$ cat config.mk
export PLATFORM = sky130hd
export DESIGN_NAME = phase_measure_reporter
export DESIGN_NICKNAME = d
export VERILOG_FILES = /design/src/rtl/phase_measure_pkg.sv /design/src/rtl/phase_minmax_tracker.sv /design/src/rtl/phase_measure_reporter.sv
export SDC_FILE = /design/constraint.sdc
export NUM_CORES = 1
export LEC_CHECK = 0
export ABC_AREA = 1
export CAP_MARGIN = 20
export CORE_ASPECT_RATIO = 0.8
export CORE_MARGIN = 10
export CORE_UTILIZATION = 33
export CTS_BUF_LIST = sky130_fd_sc_hd__clkbuf_4 sky130_fd_sc_hd__clkbuf_8
export DETAILED_ROUTE_END_ITERATION = 10
export GPL_TIMING_DRIVEN = 0
export MAX_ROUTING_LAYER = met4
export PLACE_DENSITY = 0.87
export SYNTH_ARGS = -nofsm -noshare
export SYNTH_HDL_FRONTEND = slang
export SYNTH_SLANG_ARGS = --single-unit
$ cat constraint.sdc
create_clock -name clk -period 2.3 [get_ports clk]
set_input_delay 0.46 -clock clk [delete_from_list [all_inputs] [get_ports clk]]
set_output_delay 0.46 -clock clk [all_outputs]
set_load 0.02 [all_outputs]
$ cat src/rtl/phase_measure_pkg.sv
// phase_measure_pkg: dprintf format constants, handshake state and measurement response types.
package phase_measure_pkg;
  localparam logic [31:0] HEX32_PREFIX = 32'h2020_2087;
  localparam logic [63:0] PAD = 64'hffff_ffff_ffff_ffff;
  typedef enum logic {IDLE, PENDING} state_t;
  typedef struct packed {
    logic abort;
    logic initial_value;
    logic [8:0] delay;
    logic [8:0] initial_delay;
  } meas_resp_t;
endpackage

$ cat src/rtl/phase_minmax_tracker.sv
// phase_minmax_tracker: running min/max of delay samples; next_* expose the post-update values.
module phase_minmax_tracker (
  input  logic       clk,
  input  logic       clk__enable,
  input  logic       reset_n,
  input  logic       clear,
  input  logic       sample_valid,
  input  logic [8:0] sample,
  output logic [8:0] min,
  output logic [8:0] max,
  output logic [8:0] next_min,
  output logic [8:0] next_max
);
  assign next_min = clear ? 9'h1ff : (sample_valid && sample < min) ? sample : min;
  assign next_max = clear ? 9'h000 : (sample_valid && sample > max) ? sample : max;
  always_ff @(posedge clk)
    if (!reset_n) begin
      min <= 9'h1ff;
      max <= 9'h000;
    end else if (clk__enable) begin
      min <= next_min;
      max <= next_max;
    end
endmodule

$ cat src/rtl/phase_measure_reporter.sv
// phase_measure_reporter: decimates phase measurements into dprintf requests with abort/drop stats.
// Define PHASE_REPORT_MINMAX_EN to track min/max delay into data_1 (otherwise data_1 is all ones).
module phase_measure_reporter
  import phase_measure_pkg::*;
#(
  parameter logic [15:0] DPRINTF_ADDRESS = 16'd80,
  parameter int          DECIMATE        = 16
) (
  input  logic        clk,
  input  logic        clk__enable,
  input  logic        reset_n,
  input  logic        measure_response__valid,
  input  logic        measure_response__abort,
  input  logic        measure_response__initial_value,
  input  logic [8:0]  measure_response__delay,
  input  logic [8:0]  measure_response__initial_delay,
  input  logic        stats_clear,
  output logic        dprintf_req__valid,
  output logic [15:0] dprintf_req__address,
  output logic [63:0] dprintf_req__data_0,
  output logic [63:0] dprintf_req__data_1,
  output logic [63:0] dprintf_req__data_2,
  output logic [63:0] dprintf_req__data_3,
  input  logic        dprintf_ack,
  output logic [7:0]  dropped_count
);
  meas_resp_t resp;
  state_t state, state_next;
  logic [7:0] dec_count, abort_count, abort_next;
  logic trigger, load, drop;
  logic [63:0] data_1_next;
  assign resp = '{abort: measure_response__abort, initial_value: measure_response__initial_value,
                  delay: measure_response__delay, initial_delay: measure_response__initial_delay};
  assign trigger = measure_response__valid && dec_count == 8'(DECIMATE - 1);
  assign abort_next = stats_clear ? 8'h00 :
                      (measure_response__valid && resp.abort && abort_count != 8'hff) ? abort_count + 8'd1 :
                      abort_count;
`ifdef PHASE_REPORT_MINMAX_EN
  logic [8:0] next_min, next_max;
  phase_minmax_tracker u_minmax (
    .clk          (clk),
    .clk__enable  (clk__enable),
    .reset_n      (reset_n),
    .clear        (stats_clear),
    .sample_valid (measure_response__valid && !resp.abort),
    .sample       (resp.delay),
    .min          (),
    .max          (),
    .next_min     (next_min),
    .next_max     (next_max)
  );
  assign data_1_next = {HEX32_PREFIX, 7'h0, next_min, 7'h0, next_max};
`else
  assign data_1_next = PAD;
`endif
  // A trigger while pending replaces the request only if the old one is acked this cycle.
  always_comb begin
    state_next = state;
    load = 1'b0;
    drop = 1'b0;
    if (trigger) begin
      load = state == IDLE || dprintf_ack;
      drop = !load;
      state_next = PENDING;
    end else if (dprintf_ack) state_next = IDLE;
  end
  always_ff @(posedge clk)
    if (!reset_n) begin
      state <= IDLE;
      dec_count <= 8'h00;
      abort_count <= 8'h00;
      dropped_count <= 8'h00;
      dprintf_req__data_0 <= PAD;
      dprintf_req__data_1 <= PAD;
      dprintf_req__data_2 <= PAD;
    end else if (clk__enable) begin
      state <= state_next;
      dec_count <= !measure_response__valid ? dec_count : trigger ? 8'h00 : dec_count + 8'd1;
      abort_count <= abort_next;
      if (drop && dropped_count != 8'hff) dropped_count <= dropped_count + 8'd1;
      if (load) begin
        dprintf_req__data_0 <= {HEX32_PREFIX, 7'h0, resp.initial_delay, 3'h0, resp.delay,
                                1'b0, resp.initial_value, resp.abort, 1'b1};
        dprintf_req__data_1 <= data_1_next;
        dprintf_req__data_2 <= {HEX32_PREFIX, 16'h0, abort_next, dropped_count};
      end
    end
  assign dprintf_req__valid = state == PENDING;
  assign dprintf_req__address = DPRINTF_ADDRESS;
  assign dprintf_req__data_3 = PAD;
endmodule

# Word-level counts from Yosys, hierarchy flattened
# Index checks and enable logic that the tools add are counted.
[totals]
regBits = 138
input_bits = 26
out_inout_bits = 281
wordCells = 31
[op_classes]
add_sub_neg = 3
n_eq_ne = 3
muxes = 7
bitwise_logic = 1
reduce_logical = 11
[ops]
columns = ["op", "n"]
rows = [
  ["adder 8 x 1 -> 8 bit, second input constant", 3],
  ["two-way mux 8 bit", 3],
  ["!= test 8 bit, second input constant", 2],
  ["equality test 8 x 4 -> 1 bit, second input constant", 1],
  ["AND reduction 2 bit", 4],
  ["logical AND 1 bit", 4],
  ["two-way mux 1 bit", 4],
  ["nonzero test 2 bit", 1],
  ["logical NOT 1 bit", 1],
  ["logical OR 1 bit", 1],
  ["inverter 1 bit", 1],
]

# Longest topological paths before layout
[depth]
word_depth = 6
ltp_mapped = 9

# Worst setup path before layout
# Ideal clock, no wire load.
[synth_path]
path_type = "register to output"
start = "register dprintf_req__data_2[62] (netlist name)"
end = "output dprintf_req__data_0[13]"
arrival_ns = 1.992
t_required_ns = 1.840
slack_ns = -0.152
path_stages_with_launch = 2
path_cell_list = "dfxtp_1 buf_4"
[synth_lines]
columns = ["item", "line_no", "source"]
rows = [
  ["end, declared", "phase_measure_reporter.sv:20", "output logic [63:0] dprintf_req__data_0,"],
]

==> reports/summary.txt <==
Area leader, netlist: buf_4
Synth-to-layout area growth: 56.24%
Adder-Cell Fraction of Synth Area: 0.8410%
Starting Density: 34.19%
CP Launch Type: flop
Critical path endpoint category: output pin
Unrepaired setup endpoints after global routing: no
Die height: 124.0 um
Slowest stage delay, CP: 0.60 ns
Commonest non-fill, non-tap cell in the layout: buf_4
CP Cell Sequence: buf_2, buf_4, clkdlybuf4s50_1
Pwr dens: 395.3 nW/um^2
Top delay family on crit path: buffers and inverters
Maximum vdd ir drop: 0.3321 mV
Die ar.: 18,600 um^2
Ports: 307
Crit path max fanout: 11
Warnings, synthesis: 0
Buffers and inverters on the worst path: 3
Worst-Skew Late Latency: 0.33 ns
Max Cap Viol: 0
Mapped Cells: 601
Max Root-Sink Buffers: 2
Post-route setup TNS: 0 ns
Routed vias: 4,110
Syn Area/Cell: 7.426 um^2
Final non-filler cell total: 1,098
Fmax: 457.3 MHz
TritonCTS Buffers: 9
Post-Synth XOR/XNOR Area: 1.374%
Post-layout net count: 946
H-tree lvl count: 3
Root Buffer: clkbuf_8
Core Region: 13,060 um^2
Most frequent cells in the layout: buf_4 (237), conb_1 (159), clkdlybuf4s50_1 (116)
Cell Int Power: 1.979 mW
Vias in the first global route: 3,801
Hold Path Class: flop to flop
Max-Slew Margin vs Limit: 56.82%
Final Hold Viols: 0
Synth area leaders: buf_4 (40%), dfxtp_1 (28%), nand2_1 (9.3%)
P_sw: 0.7773 mW
Remaining antenna violation count after routing: 0
Crit path required time: 1.84 ns
Post-synthesis compound-gate area fraction: 6.224%
Seq cells post-synth: 62
WS Path Type: flop to output pin
Sw Ratio: 28.20%
Final Wtd Congestion: 0.8985
Setup violators final: 0
Final WL: 14,960 um
Largest net degree at the start of global routing: 31
Die width: 150.0 um
FP Rows: 37
Worst-Margin Slew: 0.6478 ns
Max-slew violations: 0
LEAKAGE: 3.403 nW
Fillcell total: 1,215
Arr. time, crit path: 1.73 ns
DRC: 0
Outcome: completed
Multi-input combinational cell area: 1853 um^2
Dpl hpwl: 12,530 um
Final Skew: 0.009968 ns
Synth Cell Area: 4463 um^2
Final setup margin: 0.1130 ns
Seq pwr share: 39.7%
Grt ovf: 0
CTS tree: done
DR WL/cell: 13.63 um
Pre-antenna DRT Iters: 5
Area share of and/or/nand/nor cells after synthesis: 19.71%
CTS sink cnt: 62
DR iter-0 viols: 243
Cell count after placement: 1,079
Period utilisation layout: 95.09%
Comb pwr share: 20.9%
Initial antenna violation count: 1
Share of the synthesized area in the top cell type: 39.87%
Mux cell area share after synthesis: 0%
Critical Path Slowest Stage Cell: clkdlybuf4s50_1
Tmin final: 2.187 ns
Setup WS pre-CTS: 0.05497 ns
Register area share after synthesis: 27.81%
Clock share of power: 39.4%
Clock slew at reported path FFs: 0.07 ns
Largest family of logic cells by synthesized area: buffers and inverters
GRT Total Usage: 14.79%
Drt via density: 3.743
Yosys cell types: 34
Global-route wire length before repair: 21,390 um
IO buf count: 145
Layout cells sized above 1: 29.39%
Register area: 1245 um^2
-- area by class of cell --
type	instances	share of cell area [%]
well taps	175	3.140
clock buffers	12	2.189
multi-input cells	416	26.57
inverters	30	1.615
repair buffers	148	21.12
clock inverters	4	1.005
plain buffers	250	26.47
flip-flops and latches	62	17.85
diodes	1	0.03589
-- cell families (layout without fill, tap and decap cells) --
family          after synthesis  count (layout)
buf+inv                     280             444
other cells                   2             160
simple gates                195             195
flops                        62              62
xor+xnor                      7               7
compound gates               52              52
fa+ha+maj                     3               3
-- cell usage after synthesis (all sizes together) --
cell type and instances:
a21oi 26, a31oi 2, buf 242, clkbuf 8, clkinv 1, conb 2
dfxtp 62, ha 3, inv 29, nand2 113, nand3 45, nand3b 1
nand4 5, nor2 28, nor3 2, nor3b 1, o211ai 4, o21a 1
o21ai 18, o21bai 1, xnor2 2, xor2 5
-- metal layers --
metal	up-vias	track usage [%]	part of all wire, %
li1	2135	-	-
met1	1770	15.11	35
met2	191	27.38	54
met3	14	4.313	9.3
met4	0	3.758	1.5
met5	-	-	0
-- worst reg2reg max path, stage by stage, from the launching register on --
cell and delay [ns]:
dfxtp_1 0.37, ha_1 0.18, nand2_1 0.10, nor3_4 0.23, nand4_2 0.18, clkbuf_1 0.35, nand2_1 0.16, nand3_1 0.08
-- repair_timing --
item | in CTS | in global routing
setup endpoints to repair | 60 | 0
hold endpoints to repair | 0 | 0
gates resized for setup | 30 | 0
hold buffers | 0 | 0
buffers inserted | 1 | 0
-- worst paths after layout --
kind	start	endpoint	slack, ns	depth (start not counted)
worst max register to register	dec_count[1]	dprintf_req__data_0[2]	0.50	7
worst min-delay path	dprintf_req__data_0[22]	dprintf_req__data_0[22]	0.47	2
worst min register to register	dprintf_req__data_0[22]	dprintf_req__data_0[22]	0.47	2
worst max-delay path	dprintf_req__data_2[62]	dprintf_req__data_2[41]	0.11	3
-- per-stage QoR --
step	hold WS (ns)	util, %	instance area (um^2)	power, mW
floorplan	0.4575	-	5054	1.602
global placement	0.4525	51.50	6724	1.661
detailed placement	0.4557	51.66	6744	1.664
CTS	0.4751	53.39	6970	2.750
global route	0.5035	53.41	6973	2.870
finish	0.4715	53.41	6973	2.756
-- registers in the layout, indices dropped and copies added (netlist names) --
signal               count
dprintf_req__data_2     17
dropped_count            8
abort_count              8
dprintf_req__valid       1
dec_count                8
dprintf_req__data_0     20
-- power groups by stage --
| stage | clock [mW] | combinational (mW) | sequential [mW] |
|---|---|---|---|
| 2_1_floorplan | 0 | 0.486 | 1.12 |
| 3_5_place_dp | 0 | 0.546 | 1.12 |
| 3_3_place_gp | 0 | 0.543 | 1.12 |
| 5_1_grt | 1.16 | 0.617 | 1.09 |
| 6_report | 1.09 | 0.576 | 1.09 |
| 4_1_cts | 1.11 | 0.547 | 1.09 |
Power figures use the tool's default switching activity.
